$ cat config.mk
export PLATFORM = sky130hd
export DESIGN_NAME = ir_batch_controller
export DESIGN_NICKNAME = d
export VERILOG_FILES = /design/src/rtl/ir_batch_controller.sv
export SDC_FILE = /design/constraint.sdc
export NUM_CORES = 1
export LEC_CHECK = 0
export CAP_MARGIN = 20
export CORE_MARGIN = 3
export CORE_UTILIZATION = 43
export CTS_CLUSTER_SIZE = 12
export DETAILED_ROUTE_END_ITERATION = 16
export GPL_TIMING_DRIVEN = 1
export PLACE_DENSITY_LB_ADDON = 0.3
export SETUP_SLACK_MARGIN = 0.05
export SYNTH_ARGS = -nofsm -noshare
export SYNTH_HDL_FRONTEND = slang
export SYNTH_SLANG_ARGS = --single-unit
$ cat constraint.sdc
create_clock -name i_clk -period 4.55 [get_ports i_clk]
set_clock_uncertainty 0.05 [all_clocks]
set_input_delay 0.91 -clock i_clk [delete_from_list [all_inputs] [get_ports i_clk]]
set_output_delay 0.91 -clock i_clk [all_outputs]
set_load 0.02 [all_outputs]
$ cat src/rtl/ir_batch_controller.sv
// ir_batch_controller: scans an o_w x o_h output map per channel group and issues
// coordinates to the row routers in batches, then runs tile compare and data drain.
// Optional feature: define IR_BATCH_PERF_CNT_EN for stall-cycle and batch counters.
module ir_batch_controller #(
  parameter int ROW_COUNT  = 4,
  parameter int ADDR_WIDTH = 8,
  parameter int CH_WIDTH   = 4,
  localparam int RID_W     = $clog2(ROW_COUNT)
) (
  input  logic                  i_clk,
  input  logic                  i_rst,
  input  logic                  i_en,
  input  logic                  i_reg_clear,
  input  logic [ADDR_WIDTH-1:0] i_o_w,
  input  logic [ADDR_WIDTH-1:0] i_o_h,
  input  logic [ADDR_WIDTH-1:0] i_stride,
  input  logic [CH_WIDTH-1:0]   i_ch_groups,
  input  logic                  i_rr_ready,
  input  logic                  i_addr_empty,
  input  logic                  i_data_empty,
  input  logic                  i_pop_en,
`ifdef IR_BATCH_PERF_CNT_EN
  output logic [31:0]           o_stall_cycles,
  output logic [15:0]           o_batch_count,
`endif
  output logic [RID_W-1:0]      o_row_id,
  output logic [ROW_COUNT-1:0]  o_row_valid,
  output logic [ADDR_WIDTH-1:0] o_o_x,
  output logic [ADDR_WIDTH-1:0] o_o_y,
  output logic [CH_WIDTH-1:0]   o_ch_group,
  output logic                  o_ag_en,
  output logic                  o_ac_en,
  output logic                  o_tile_read_en,
  output logic                  o_pop_en,
  output logic                  o_ready,
  output logic                  o_reg_clear,
  output logic                  o_context_done,
  output logic                  o_done,
  output logic                  o_busy
);

  typedef enum logic [2:0] {
    S_IDLE, S_INIT, S_GEN, S_WSTALL, S_TCMP, S_DRAIN
  } state_t;

  typedef struct packed {
    logic [RID_W-1:0]      row_id;
    logic [ROW_COUNT-1:0]  row_valid;
    logic [ADDR_WIDTH-1:0] o_x;
    logic [ADDR_WIDTH-1:0] o_y;
    logic [CH_WIDTH-1:0]   ch_group;
    logic                  ag_en;
    logic                  ac_en;
    logic                  tile_read_en;
    logic                  pop_en;
    logic                  ready;
    logic                  reg_clear;
    logic                  context_done;
    logic                  done;
    logic                  busy;
  } out_t;

  // Latched configuration plus the running scan position.
  typedef struct packed {
    logic [ADDR_WIDTH-1:0] w_m1;
    logic [ADDR_WIDTH-1:0] h_m1;
    logic [ADDR_WIDTH-1:0] stride;
    logic [CH_WIDTH-1:0]   grp_m1;
    logic [ADDR_WIDTH-1:0] x_idx;
    logic [ADDR_WIDTH-1:0] y_idx;
    logic [CH_WIDTH-1:0]   grp_idx;
    logic [ADDR_WIDTH-1:0] x_acc;
    logic [ADDR_WIDTH-1:0] y_acc;
    logic [RID_W-1:0]      slot;
    logic                  grp_end;
    logic                  last_batch;
  } scan_t;

  state_t state;
  out_t   q;
  scan_t  sc;

  logic zero_cfg, y_last, x_last, grp_last, slot_last, drain_exit;

  assign zero_cfg   = (i_o_w == '0) || (i_o_h == '0) || (i_ch_groups == '0);
  assign y_last     = (sc.y_idx == sc.h_m1);
  assign x_last     = (sc.x_idx == sc.w_m1);
  assign grp_last   = y_last && x_last;
  assign slot_last  = (sc.slot == RID_W'(ROW_COUNT - 1));
  assign drain_exit = i_data_empty && !i_pop_en;

  always_ff @(posedge i_clk or posedge i_rst) begin
    // NOTE: i_reg_clear is synchronous, so it sits below the async reset branch rather than in the sensitivity list.
    if (i_rst) begin
      state <= S_IDLE;
      q     <= '0;
      sc    <= '0;
    end else if (i_reg_clear) begin
      state <= S_IDLE;
      q     <= '0;
      sc    <= '0;
    end else begin
      q.reg_clear <= 1'b0;
      unique case (state)
        S_IDLE: begin
          if (i_en && !q.done) begin
            if (zero_cfg) begin
              q.done <= 1'b1;
            end else begin
              sc.w_m1    <= i_o_w - 1'b1;
              sc.h_m1    <= i_o_h - 1'b1;
              sc.stride  <= i_stride;
              sc.grp_m1  <= i_ch_groups - 1'b1;
              sc.x_idx   <= '0;
              sc.y_idx   <= '0;
              sc.grp_idx <= '0;
              sc.x_acc   <= '0;
              sc.y_acc   <= '0;
              q.busy     <= 1'b1;
              state      <= S_INIT;
            end
          end
        end
        S_INIT: begin
          q.context_done <= 1'b0;
          q.ready        <= 1'b0;
          q.row_id       <= '0;
          q.row_valid    <= '0;
          sc.slot        <= '0;
          state          <= S_GEN;
        end
        S_GEN: begin
          if (i_rr_ready) begin
            q.ag_en              <= 1'b1;
            q.o_x                <= sc.x_acc;
            q.o_y                <= sc.y_acc;
            q.ch_group           <= sc.grp_idx;
            q.row_id             <= sc.slot;
            q.row_valid[sc.slot] <= 1'b1;
            // Advance y fastest, then x, then channel group.
            if (y_last) begin
              sc.y_idx <= '0;
              sc.y_acc <= '0;
              if (x_last) begin
                sc.x_idx   <= '0;
                sc.x_acc   <= '0;
                sc.grp_idx <= sc.grp_idx + 1'b1;
              end else begin
                sc.x_idx <= sc.x_idx + 1'b1;
                sc.x_acc <= sc.x_acc + sc.stride;
              end
            end else begin
              sc.y_idx <= sc.y_idx + 1'b1;
              sc.y_acc <= sc.y_acc + sc.stride;
            end
            if (slot_last || grp_last) begin
              sc.slot       <= '0;
              sc.grp_end    <= grp_last;
              sc.last_batch <= grp_last && (sc.grp_idx == sc.grp_m1);
              state         <= S_WSTALL;
            end else begin
              sc.slot <= sc.slot + 1'b1;
            end
          end else begin
            q.ag_en <= 1'b0;
          end
        end
        S_WSTALL: begin
          q.ag_en        <= 1'b0;
          q.ac_en        <= 1'b1;
          q.tile_read_en <= 1'b1;
          state          <= S_TCMP;
        end
        S_TCMP: begin
          if (i_addr_empty) begin
            q.ac_en        <= 1'b0;
            q.tile_read_en <= 1'b0;
            q.ready        <= 1'b1;
            q.pop_en       <= 1'b1;
            state          <= S_DRAIN;
          end
        end
        S_DRAIN: begin
          if (drain_exit) begin
            q.pop_en    <= 1'b0;
            q.ready     <= 1'b0;
            q.reg_clear <= 1'b1;
            if (sc.last_batch) begin
              q.done <= 1'b1;
              q.busy <= 1'b0;
              state  <= S_IDLE;
            end else begin
              // Same group next batch: weights stay loaded.
              q.context_done <= !sc.grp_end;
              state          <= S_INIT;
            end
          end
        end
        default: state <= S_IDLE;
      endcase
    end
  end

  assign o_row_id       = q.row_id;
  assign o_row_valid    = q.row_valid;
  assign o_o_x          = q.o_x;
  assign o_o_y          = q.o_y;
  assign o_ch_group     = q.ch_group;
  assign o_ag_en        = q.ag_en;
  assign o_ac_en        = q.ac_en;
  assign o_tile_read_en = q.tile_read_en;
  assign o_pop_en       = q.pop_en;
  assign o_ready        = q.ready;
  assign o_reg_clear    = q.reg_clear;
  assign o_context_done = q.context_done;
  assign o_done         = q.done;
  assign o_busy         = q.busy;

`ifdef IR_BATCH_PERF_CNT_EN
  logic start_evt, stall_evt, batch_evt;

  assign start_evt = (state == S_IDLE) && i_en && !q.done && !zero_cfg;
  assign stall_evt = (state == S_GEN) && !i_rr_ready;
  assign batch_evt = (state == S_DRAIN) && drain_exit;

  // Saturating counters; a new accepted start restarts them.
  always_ff @(posedge i_clk or posedge i_rst) begin
    if (i_rst) begin
      o_stall_cycles <= '0;
      o_batch_count  <= '0;
    end else if (i_reg_clear || start_evt) begin
      o_stall_cycles <= '0;
      o_batch_count  <= '0;
    end else begin
      if (stall_evt && (o_stall_cycles != '1)) o_stall_cycles <= o_stall_cycles + 1'b1;
      if (batch_evt && (o_batch_count != '1))  o_batch_count  <= o_batch_count + 1'b1;
    end
  end
`endif

endmodule

==> results.json, run 1 <==
{
  "whs_ns": 0.455,
  "grt_pass1_wl_microns": 22700,
  "h-tree-depth": 3,
  "tritoncts": "yes",
  "clock-sinks": 105,
  "tns_ns": 0,
  "max_freq_mhz": 299,
  "ir_drop_mv": 0.216,
  "grt_max_degree": 89,
  "cts-buffers-inserted": 9,
  "synth_async_sr_flop_share_pct": 100,
  "yosysWarningCount": 0,
  "io_pins": 71,
  "setup_viol": 0,
  "synth-main-ff-cell": "dfrtp_1",
  "coreArea_sq_um": 12800,
  "avgSynthCellArea_sq_um": 9.74,
  "ys_top_cells_by_area": "dfrtp_1 (46%), ha_1 (5.9%), a22o_1 (5.5%), xor2_1 (4.3%), nor2_1 (3.7%)",
  "status": "finished, final reports clean",
  "worstPathMaxFanout": 40,
  "first_pass_iters": 4,
  "crit_type": "primary input to flop",
  "powerDensity_nw_per_um2": 419,
  "hp-class": "flop to flop",
  "grt_pass1_vias": 4534,
  "switching_share_pct": 34.1,
  "ant_nets": 0,
  "drv_slew": 0,
  "period_minus_slack_ns": 3.34,
  "power_switching_w": 0.00100,
  "gp_congestion": 0.896,
  "ys_types": 56,
  "critPathArrivalTime_ns": 3.55,
  "ys_seq_area_share_pct": 45.8,
  "drive_gt1_share_pct": 7.27,
  "setup.worst_path.start_class": "primary input",
  "hpwlAfterDp_microns": 9780,
  "io_buffer_count": 70,
  "power.leakage_nw": 3.12,
  "p_int_w": 0.00193,
  "rows": 41,
  "timing.final.crit_share_pct": 73.5,
  "fp.dieW_microns": 122,
  "dpl_cell_area_sq_um": 6630,
  "die_h_microns": 122,
  "cts_max_path_buffers": 2,
  "worstMarginPinSlew_ns": 0.794,
  "overflow": 0,
  "reg2reg_depth": 6,
  "pwr-share-seq_pct": 39.7,
  "drt_iter0_drc": 330,
  "wire_per_inst_microns": 16.2,
  "cp.required_ns": 4.76,
  "start_util_pct": 44.8,
  "synth_cells": 589,
  "p_total_w": 0.00293,
  "cp-end-kind": "flop",
  "syn_to_final_growth_pct": 22.1,
  "route.detailed.drc": 0,
  "relSlewSlack_pct": 45.7,
  "routed-via-count": 4613,
  "finalInstanceArea_sq_um": 7010,
  "hold_depth": 1,
  "holdBufCountCts": 0,
  "clockPowerShare_pct": 31.3,
  "cts-root-buf": "clkbuf_16",
  "fin_cells": 832,
  "rsz0062_at_grt": "false",
  "hold_viol_final": 0,
  "yosys.area.top_type": "dfrtp_1",
  "wirelength_microns": 13500,
  "syn-num-nets": 654,
  "post_cts_resized": 0,
  "synth-seq-cells": 105,
  "combPwrFrac_pct": 29.1,
  "final_nets": 720,
  "place_inst": 815,
  "post_cts_buffers": 0,
  "grt_antenna_before_repair": 0,
  "dieArea_sq_um": 14800,
  "netlist_area_sq_um": 5740,
  "yosysTopAreaCellShare_pct": 45.8,
  "grtUsageTotal_pct": 19.2,
  "clkLatencyLatePin_ns": 0.35,
  "maxCapViolCount": 0,
  "synth_edf_count": 0,
  "path_clk_slew_ns": 0.07,
  "regToRegSetupSlack_ns": 1.75,
  "antennaDiodeCount": 0,
  "drt-vias-per-instance": 5.54
}
[synthesized netlist by cell type (all sizes together) (2+ instances only)]
| library cell | number |
|---|---|
| o21bai | 4 |
| nand3 | 28 |
| a31o | 2 |
| a22oi | 2 |
| nor2b | 4 |
| o41ai | 6 |
| a21o | 8 |
| nor3 | 14 |
| mux2 | 2 |
| o311ai | 2 |
| o21ai | 22 |
| nand2 | 50 |
| or3 | 6 |
| o22ai | 2 |
| xor2 | 28 |
| ha | 27 |
| dfrtp | 105 |
| a311oi | 2 |
| nand4 | 3 |
| inv | 20 |
| and2 | 6 |
| xnor2 | 16 |
| clkbuf | 17 |
| nand2b | 10 |
| a211oi | 22 |
| o211ai | 6 |
| nor2 | 57 |
| or2 | 7 |
| a31oi | 2 |
| o31ai | 6 |
| a22o | 36 |
| o2111ai | 3 |
| buf | 10 |
| nor4 | 7 |
| a21oi | 34 |
| fa | 2 |
[area by class of cell]
class	instances	area, sq um
clock buffer	10	239
sequential	105	2630
tap	172	215
fill	1151	5820
clock inverter	6	113
timing repair buffer	82	811
inverter	20	77.6
multi-input combinational	437	2920
[layout by cell type (no fill, tap or decap), types with 3 or more instances in the layout]
cell               n
a211oi_1          22
a21o_1             8
a21oi_1           32
a22o_1            36
and2_1             6
buf_4             11
bufinv_16          3
clkbuf_16          9
clkdlybuf4s50_1   70
dfrtp_1          105
ha_1              27
inv_1             19
nand2_1           50
nand2b_1          10
nand3_1           28
nand4_1            3
nor2_1            57
nor2b_1            4
nor3_1            14
nor4_1             4
o2111ai_1          3
o211ai_1           6
o21ai_0           20
o21bai_1           4
o31ai_1            6
o41ai_1            6
or2_2              7
or3_1              5
xnor2_1           16
xor2_1            28
[critical path, stage by stage]
cell,delay [ns]
clkdlybuf4s50_1,0.50
inv_1,0.08
ha_1,0.19
nor3b_1,0.14
a31oi_1,0.46
and2_1,0.51
buf_4,0.43
nor2_1,0.08
a311oi_1,0.24
[kinds of logic (layout without fill, tap and decap cells)]
logic type,Yosys count,count (layout),share of synthesized area [%]
compound gates,167,167,20.9
xor+xnor,44,44,6.71
simple gates,195,195,16.4
fa+ha+maj,29,29,6.58
mux,2,2,0.392
flops,105,105,45.8
buf+inv,47,118,3.29
[metal layers]
layer	vias to the layer above	GRT usage [%]	part of all wire [%]
met3	11	2.74	4.3
met1	2223	26.1	46
met2	102	31.5	49
li1	2277	-	-
met4	0	6.79	1.0
met5	-	0	0
[through the flow]
stage / setup WS, ns / util, %
6_report: 1.21 / 54.6
4_1_cts: 1.17 / 54.4
3_3_place_gp: 0.948 / 51.7
5_1_grt: 0.942 / 54.6
3_5_place_dp: 0.814 / 51.7
2_1_floorplan: 0.829 / -
[worst paths after layout]
check,startpoint,to
min in group asynchronous,i_rst,o_o_y[5]
max in group asynchronous,i_rst,sc[30]
hold reg to reg,o_o_y[5],o_o_y[5]
setup / recovery,i_ch_groups[0],sc[54]
setup reg to reg,state[0],sc[54]
hold / removal,o_o_y[5],o_o_y[5]
[power groups by stage]
stage | registers (W) | logic (W) | clock network, W
after floorplan | 0.00114 | 0.000631 | 0
after global placement | 0.00118 | 0.000827 | 0
after detailed placement | 0.00118 | 0.000849 | 0
after CTS | 0.00116 | 0.000855 | 0.000931
after global routing | 0.00118 | 0.000952 | 0.000960
final | 0.00116 | 0.000853 | 0.000917
[registers in the layout, summed over array words and instances, names as in the netlist, 2 cells and up]
register / count
o_row_valid: 4
o_ch_group: 4
o_o_y: 8
o_o_x: 8
o_row_id: 2
state: 3
sc: 68
(Power assumes the default switching activity.)
==> run 2, diff against run 1 <==
Clock period 4.55 ns to 2.8 ns, I/O delays scaled along.
==> run 2 against run 1 <==
Setup slack got worse by 1.0 ns. Via count grew 2.9%. Die area unchanged. First-iteration DRC count up 9.4%. Clock-buffer cell count decreased by 1. Core utilization rose by 0.67 points. Critical endpoint is now sc[13].
==> results.json, run 2 (synthesized netlist as in run 1, its figures left out) <==
{
  "status": "finished, final reports clean",
  "drt-vias-per-instance": 5.58,
  "post_cts_buffers": 0,
  "critPathArrivalTime_ns": 2.77,
  "path_clk_slew_ns": 0.07,
  "route.detailed.drc": 0,
  "wirelength_microns": 13600,
  "dieArea_sq_um": 14800,
  "overflow": 0,
  "io_buffer_count": 70,
  "timing.final.crit_share_pct": 92.6,
  "top_register": "sc",
  "cts_max_path_buffers": 2,
  "hpwlAfterDp_microns": 10200,
  "grt_pass1_vias": 4550,
  "max_freq_mhz": 386,
  "worstPathMaxFanout": 8,
  "cp.required_ns": 2.98,
  "cts-root-buf": "clkbuf_16",
  "syn_to_final_growth_pct": 23.6,
  "coreArea_sq_um": 12800,
  "wire_per_inst_microns": 16.0,
  "clkLatencyLatePin_ns": 0.35,
  "cts-buffers-inserted": 9,
  "period_minus_slack_ns": 2.59,
  "ant_nets": 0,
  "worstMarginPinSlew_ns": 0.610,
  "antennaDiodeCount": 0,
  "grtUsageTotal_pct": 18.9,
  "powerDensity_nw_per_um2": 647,
  "place_inst": 835,
  "crit_type": "primary input to flop",
  "power.leakage_nw": 3.17,
  "fillers": 1170,
  "drv_slew": 0,
  "start_util_pct": 44.8,
  "hp-class": "flop to flop",
  "h-tree-depth": 3,
  "io_pins": 71,
  "cp-end-kind": "flop",
  "fin_cells": 851,
  "grt_max_degree": 44,
  "layout_commonest_cell": "dfrtp_1",
  "die_h_microns": 122,
  "routed-via-count": 4746,
  "final_nets": 739,
  "ir_drop_mv": 0.353,
  "grt_antenna_before_repair": 0,
  "maxCapViolCount": 0,
  "grt_pass1_wl_microns": 22500,
  "tns_ns": 0,
  "p_total_w": 0.00459,
  "first_pass_iters": 5,
  "regArea_sq_um": 2630,
  "fp.dieW_microns": 122,
  "gp_congestion": 0.882,
  "multi_input_area_sq_um": 2940,
  "relSlewSlack_pct": 58.3,
  "clock-sinks": 105,
  "setup_viol": 0,
  "rsz0062_at_grt": "true",
  "tritoncts": "yes",
  "final_cell_mix": "dfrtp_1 (105), clkdlybuf4s50_1 (70), nor2_1 (57), nand2_1 (50), a22o_1 (36)",
  "drt_iter0_drc": 361,
  "largest_reg_flops": 68,
  "setup.worst_path.start_class": "primary input",
  "drive_gt1_share_pct": 10.2,
  "rows": 41,
  "hold_viol_final": 0
}
## run 2: cell type report
| cell class | count | area share (%) |
|---|---|---|
| timing repair buffer | 101 | 13.5 |
| multi-input combinational | 437 | 41.4 |
| clock buffer | 9 | 3.18 |
| sequential | 105 | 37.1 |
| inverter | 20 | 1.11 |
| tap | 172 | 3.03 |
| clock inverter | 7 | 0.723 |
## run 2: stage by stage
| step | area (sq um) | hold WS, ns | util [%] | setup slack, ns |
|---|---|---|---|---|
| 2_1_floorplan | 5740 | 0.429 | - | 0.649 |
| 5_1_grt | 7090 | 0.479 | 55.3 | 0.0476 |
| 3_5_place_dp | 6800 | 0.443 | 53.0 | -0.304 |
| 4_1_cts | 7090 | 0.460 | 55.2 | 0.155 |
| 6_report | 7090 | 0.454 | 55.3 | 0.207 |
| 3_3_place_gp | 6800 | 0.438 | 53.0 | -0.173 |
## run 2: what timing repair did
item	4_1_cts	5_1_grt
endpoints found under the setup margin	1	6
gates resized for setup	1	1
gates cloned	0	0
hold buffers	0	0
pin swaps	0	0
endpoints found under the hold margin	0	0
## run 2: power by group
group / internal [W] / switching (W) / leakage (nW)
Sequential: 0.00169 / 0.000180 / 1.44
Combinational: 0.000637 / 0.000887 / 1.60
Clock: 0.000610 / 0.000589 / 0.133
## run 2: path summary, 6_finish.rpt
path,startpoint,end,slack [ns],cells past startpoint
max in group asynchronous,i_rst,state[2],1.57,3
min in group asynchronous,i_rst,o_o_y[3],0.54,2
worst max register to register,state[1],sc[15],0.29,6
worst min-delay path,o_o_x[1],o_o_x[1],0.45,1
worst max-delay path,i_o_w[3],sc[13],0.21,7
worst min register to register,o_o_x[1],o_o_x[1],0.45,1
## run 2: layer usage
metal | up-vias | track usage, % | wire length, microns
met4 | 0 | 5.95 | 203
met2 | 142 | 31.3 | 6560
met3 | 13 | 2.37 | 595
met5 | - | 0 | 0
met1 | 2285 | 26.0 | 6260
li1 | 2306 | - | -
## run 2: worst max-delay path: stages
cell             delay (ns)
clkdlybuf4s50_1        0.49
nor4_2                 0.44
a311oi_2               0.24
and2_1                 0.31
nor2_1                 0.37
buf_4                  0.24
o21ai_0                0.10
